### config.mk
export PLATFORM = sky130hd
export DESIGN_NAME = key_press_gen
export DESIGN_NICKNAME = d
export VERILOG_FILES = /design/src/rtl/key_press_gen_pkg.sv /design/src/rtl/key_gen_timer.sv /design/src/rtl/key_press_gen.sv
export SDC_FILE = /design/constraint.sdc
export NUM_CORES = 1
export LEC_CHECK = 0
export BUFFER_PORTS_ARGS = -buffer_cell sky130_fd_sc_hd__buf_2
export CORE_AREA = 4 4 41 43
export CTS_BUF_LIST = sky130_fd_sc_hd__clkbuf_8
export DETAILED_ROUTE_END_ITERATION = 8
export DIE_AREA = 0 0 45 47
export GPL_ROUTABILITY_DRIVEN = 0
export GPL_TIMING_DRIVEN = 0
export PLACE_DENSITY = 0.74
export SYNTH_ARGS = -nofsm -noshare
export SYNTH_HDL_FRONTEND = slang
export SYNTH_SLANG_ARGS = --single-unit
### constraint.sdc
create_clock -name clk -period 2.1 [get_ports clk]
set_input_delay 0.21 -clock clk [delete_from_list [all_inputs] [get_ports clk]]
set_output_delay 0.21 -clock clk [all_outputs]
set_load 0.01 [all_outputs]
### src/rtl/key_press_gen_pkg.sv
// key_press_gen_pkg: state encoding and default parameter constants for the key press emulator
package key_press_gen_pkg;

    typedef enum logic [2:0] {
        IDLE,
        BOUNCE_IN,
        HOLD,
        BOUNCE_OUT,
        DONE
    } state_t;

    localparam int N_DEF          = 1;
    localparam int BOUNCE_CNT_DEF = 4;
    localparam int BOUNCE_LEN_DEF = 2;
    localparam int HOLD_LEN_DEF   = 16;
    localparam int CW_DEF         = 8;

endpackage

### src/rtl/key_gen_timer.sv
// key_gen_timer: CW-bit segment timer with clear, enable and terminal-count flag
module key_gen_timer
#(
    parameter int CW = 8
)(
    input  logic          clk,
    input  logic          rst,
    input  logic          clr,
    input  logic          en,
    input  logic [CW-1:0] tc,
    output logic [CW-1:0] cnt,
    output logic          hit
);

    // Count cycles within the current state; cleared on every state change
    always_ff @(posedge clk) begin
        if (!rst || clr)
            cnt <= '0;
        else if (en)
            cnt <= cnt + CW'(1);
    end

    assign hit = cnt == tc;

endmodule

### src/rtl/key_press_gen.sv
// key_press_gen: emulates a bouncing key press on one of N raw key lines; bounce phases enabled by KEY_PRESS_GEN_BOUNCE_EN
module key_press_gen
    import key_press_gen_pkg::*;
#(
    parameter int N          = N_DEF,
    parameter int BOUNCE_CNT = BOUNCE_CNT_DEF,
    parameter int BOUNCE_LEN = BOUNCE_LEN_DEF,
    parameter int HOLD_LEN   = HOLD_LEN_DEF,
    parameter int CW         = CW_DEF,
    localparam int KW        = (N > 1) ? $clog2(N) : 1
)(
    input  logic          clk,
    input  logic          rst,
    input  logic          req,
    input  logic [KW-1:0] key_sel,
    output logic [N-1:0]  key_out,
    output logic          busy,
    output logic          done,
    output logic          req_drop
);

    localparam logic [CW-1:0] BT = CW'(2 * BOUNCE_CNT * BOUNCE_LEN - 1);
    localparam logic [CW-1:0] HT = CW'(HOLD_LEN - 1);

    state_t        state, state_nxt;
    logic [KW-1:0] sel, sel_nxt;
    logic [CW-1:0] cnt, cnt_nxt, tc, seg;
    logic [N-1:0]  key_nxt;
    logic          hit, accept, clr, en, lvl;

    key_gen_timer #(.CW(CW)) u_timer (
        .clk (clk),
        .rst (rst),
        .clr (clr),
        .en  (en),
        .tc  (tc),
        .cnt (cnt),
        .hit (hit)
    );

    // Next state and terminal count for the phase being timed
    always_comb begin
        state_nxt = state;
        tc        = '0;
        accept    = 1'b0;
        case (state)
            IDLE: begin
                accept = req && (32'(key_sel) < N);
`ifdef KEY_PRESS_GEN_BOUNCE_EN
                if (accept) state_nxt = BOUNCE_IN;
`else
                if (accept) state_nxt = HOLD;
`endif
            end
            BOUNCE_IN: begin
                tc = BT;
                if (hit) state_nxt = HOLD;
            end
            HOLD: begin
                tc = HT;
`ifdef KEY_PRESS_GEN_BOUNCE_EN
                if (hit) state_nxt = BOUNCE_OUT;
`else
                if (hit) state_nxt = DONE;
`endif
            end
            BOUNCE_OUT: begin
                tc = BT;
                if (hit) state_nxt = DONE;
            end
            DONE:    state_nxt = IDLE;
            default: state_nxt = IDLE;
        endcase
    end

    // Key level for the coming cycle, from next state and the timer value it will hold
    always_comb begin
        sel_nxt = accept ? key_sel : sel;
        clr     = state_nxt != state;
        en      = state != IDLE;
        cnt_nxt = clr ? '0 : (en ? cnt + CW'(1) : cnt);
        seg     = cnt_nxt / CW'(BOUNCE_LEN);
        lvl     = (state_nxt == HOLD) ||
                  (state_nxt == BOUNCE_IN && !seg[0]) ||
                  (state_nxt == BOUNCE_OUT && seg[0]);
        key_nxt = '0;
        key_nxt[sel_nxt] = lvl;
    end

    // State, latched key index, registered key lines and drop pulse
    always_ff @(posedge clk) begin
        if (!rst) begin
            state    <= IDLE;
            sel      <= '0;
            key_out  <= '0;
            req_drop <= 1'b0;
        end else begin
            state    <= state_nxt;
            sel      <= sel_nxt;
            key_out  <= key_nxt;
            req_drop <= req && !accept;
        end
    end

    assign busy = state != IDLE;
    assign done = state == DONE;

endmodule
==> impl_metrics.ini <==
[die]
core_sq_mm = 0.00130
fp.dieW_microns = 45
num_rows = 13
ioPinCount = 8
die_area_sq_mm = 0.00212
initial_core_util_pct = 54.5
die_h_microns = 47

[logic_synthesis]
ys.flop_type = dfxtp_1
yosysSeqAreaShare_pct = 39.5
syn_inst = 75
ys_types = 30
synth_edf_count = 0
avgSynthCellArea_sq_um = 9.46
synth_nets = 80
ys_async_sr_fraction_pct = 0
ys_ff_latch = 14
synth_area_sq_um = 709
ys_warn_count = 0

[global_route]
grt_max_degree = 9
grt_overflow = 0
first_global_vias = 541
grt_pass1_wl_mm = 2.30
grt_antenna_before_repair = 0
grt_use_total_pct = 15.3

[finish]
antenna_cells = 0
fin_area_sq_um = 818
nets = 92
final_cells = 101
area_delta_synth_final_pct = 15.3
nFillCells = 121
drive_gt1_share_pct = 23.3

[route]
num_vias = 560
vias_per_cell = 5.54
routed_wl_mm = 1.30
drt_pass1_iterations = 4
drtAntennaViolNets = 0
drtIter0Drc = 4
wl_per_cell_microns = 12.9
drc_errors = 0

[setup_path]
worstSetupPathType = reg -> reg
max_stage_delay_ns = 0.54
arrival_ns = 1.98
startpoint_type = flop
path_max_fanout = 5
endpoint_kind = flop
cp_cell_sequence = or4_4 -> mux2_4 -> o221a_4 -> mux2i_1 -> o41ai_2
r2r-start = u_timer.cnt[2]$_SDFFE_PP0N_
crit_path_top_delay_cell = or4_4
cp.required_ns = 2.23
reg2reg_slack_ns = 0.25
cp-startpoint = u_timer.cnt[2]$_SDFFE_PP0N_

[placed_design]
numPortBuffers = 7
place_area_sq_um = 763
place_inst = 97
hpwl_microns = 948

[clock_network]
cts.sinks = 14
cts_hold_buf = 0
clock_path_buffers = 2
cts_buffers = 3
clkLatencyLatePin_ns = 0.25
clk_pin_slew_worst_paths_ns = 0.06
cts_setup_buffers = 0
cts_htree_levels = 1
root_buffer = clkbuf_8
cts_tree = built
cts.repair.resized = 0

[power_and_ir_drop]
pwr-share-seq_pct = 45.6
clkPwrFrac_pct = 42.7
ir_drop_mv = 0.424
p_switching_uw = 146
p_int_uw = 475
cellLeakagePower_nw = 0.344
powerDensity_mw_per_mm2 = 759
sw_frac_of_total_pct = 23.5
pwr-share-comb_pct = 11.7

[sta]
hold_ws_ns = 0.204
layout_min_cycle_time_ns = 1.85
tns_ns = 0
slew_headroom_pct = 64.5
max_freq_mhz = 540
rsz0062_at_grt = false
hold_viol_final = 0
setup_violations = 0
skew_ns = 0.00330
timing.final.crit_share_pct = 88.2
maxSlewViolCount = 0
tightest_slew_ns = 0.528

[min_path]
hp-class = in -> reg
worstHoldStart = req

[flow_run]
cap_violations = 0

[outcome]
status = finished, final reports clean
[cell usage after synthesis, drive strengths merged (2+ instances only)]
master	number	area share, %
dfxtp	14	40
nor2	11	5.8
nand2	5	2.6
xor2	5	6.2
nor2b	4	3.5
nand2b	3	2.6
nand3b	3	3.2
a21boi	2	2.1
and3	2	1.8
and4	2	2.6
mux2i	2	2.8
nand4	2	1.8
nor4	2	1.8
or2	2	1.8
or4	2	2.6
xnor2	2	2.5
[sequential cells by signal, indices dropped and copies added (netlist names)]
signal,cells
req_drop,1
state,3
u_timer.cnt,8
key_out,1
sel,1
[per-stage QoR]
step / power (mW) / worst slack [ns] / util [%]
floorplan: 0.342 / 0.320 / -
global route: 0.650 / 0.160 / 62.9
finish: 0.621 / 0.249 / 62.9
global placement: 0.361 / 0.277 / 58.7
CTS: 0.631 / 0.244 / 62.9
detailed placement: 0.362 / 0.259 / 58.7
[kinds of logic after synthesis]
logic type | count (synthesis) | share of synthesized area [%]
simple gates | 43 | 34.9
flops | 14 | 39.5
xor+xnor | 7 | 8.64
compound gates | 6 | 9.70
mux | 3 | 4.94
buf+inv | 1 | 0.529
fa+ha+maj | 1 | 1.76
[power by group through the flow]
stage,combinational (mW),sequential [mW],clock [mW]
final,0.0729,0.283,0.265
after global routing,0.0808,0.285,0.285
after CTS,0.0741,0.283,0.274
after detailed placement,0.0736,0.289,0
after global placement,0.0728,0.288,0
after floorplan,0.0540,0.288,0
[path summary, 6_finish.rpt]
check,end,cells after the start
setup / recovery,key_out$_SDFF_PN0_,5
hold / removal,req_drop$_SDFF_PN0_,2
setup reg to reg,key_out$_SDFF_PN0_,5
hold reg to reg,sel$_SDFF_PN0_,1
[critical path, delay by kind of cell (launching register included)]
family	cells	cell delay (ns)
AND/OR/NAND/NOR	1	0.54
multiplexers	2	0.45
AO/OA/AOI/OAI	2	0.39
flip-flops	1	0.35
[area by class of cell]
type / count / area (sq um) / share of cell area [%]
inverters: 1 / 3.75 / 0.459
repair buffers: 7 / 35.0 / 4.28
flip-flops and latches: 14 / 280 / 34.3
well taps: 15 / 18.8 / 2.29
clock buffers: 4 / 55.1 / 6.73
multi-input cells: 60 / 425 / 52.0
[layer usage]
metal | GRT usage, % | wire length, microns | vias up
li1 | - | - | 291
met1 | 17.8 | 608 | 253
met2 | 25.7 | 616 | 14
met3 | 4.60 | 62 | 2
met4 | 7.02 | 11 | 0
met5 | 0 | 0 | -
[layout by cell type, fill, tap and decap left out]
cell,Yosys,layout
and4_2,1,1
or4_1,1,1
nor2_1,11,11
nand2b_1,3,3
mux2_4,1,1
xnor2_1,2,2
and4_1,1,1
dfxtp_1,14,14
nand3b_1,3,3
xor2_1,5,5
nand4_1,2,2
or4_4,1,1
clkbuf_8,0,4
nor4b_1,1,1
and3_1,2,2
nand2_1,5,5
nand3_1,1,1
o41ai_2,1,1
nor3_1,1,1
or2_2,2,2
buf_2,0,7
a21oi_1,1,1
or3b_2,1,1
nor2b_1,4,4
and2_1,1,1
inv_1,1,1
o221a_4,1,1
o211ai_2,1,1
mux2i_1,2,2
a21boi_0,2,2
nor4_1,2,2
ha_1,1,1
Power figures use the tool's default switching activity.
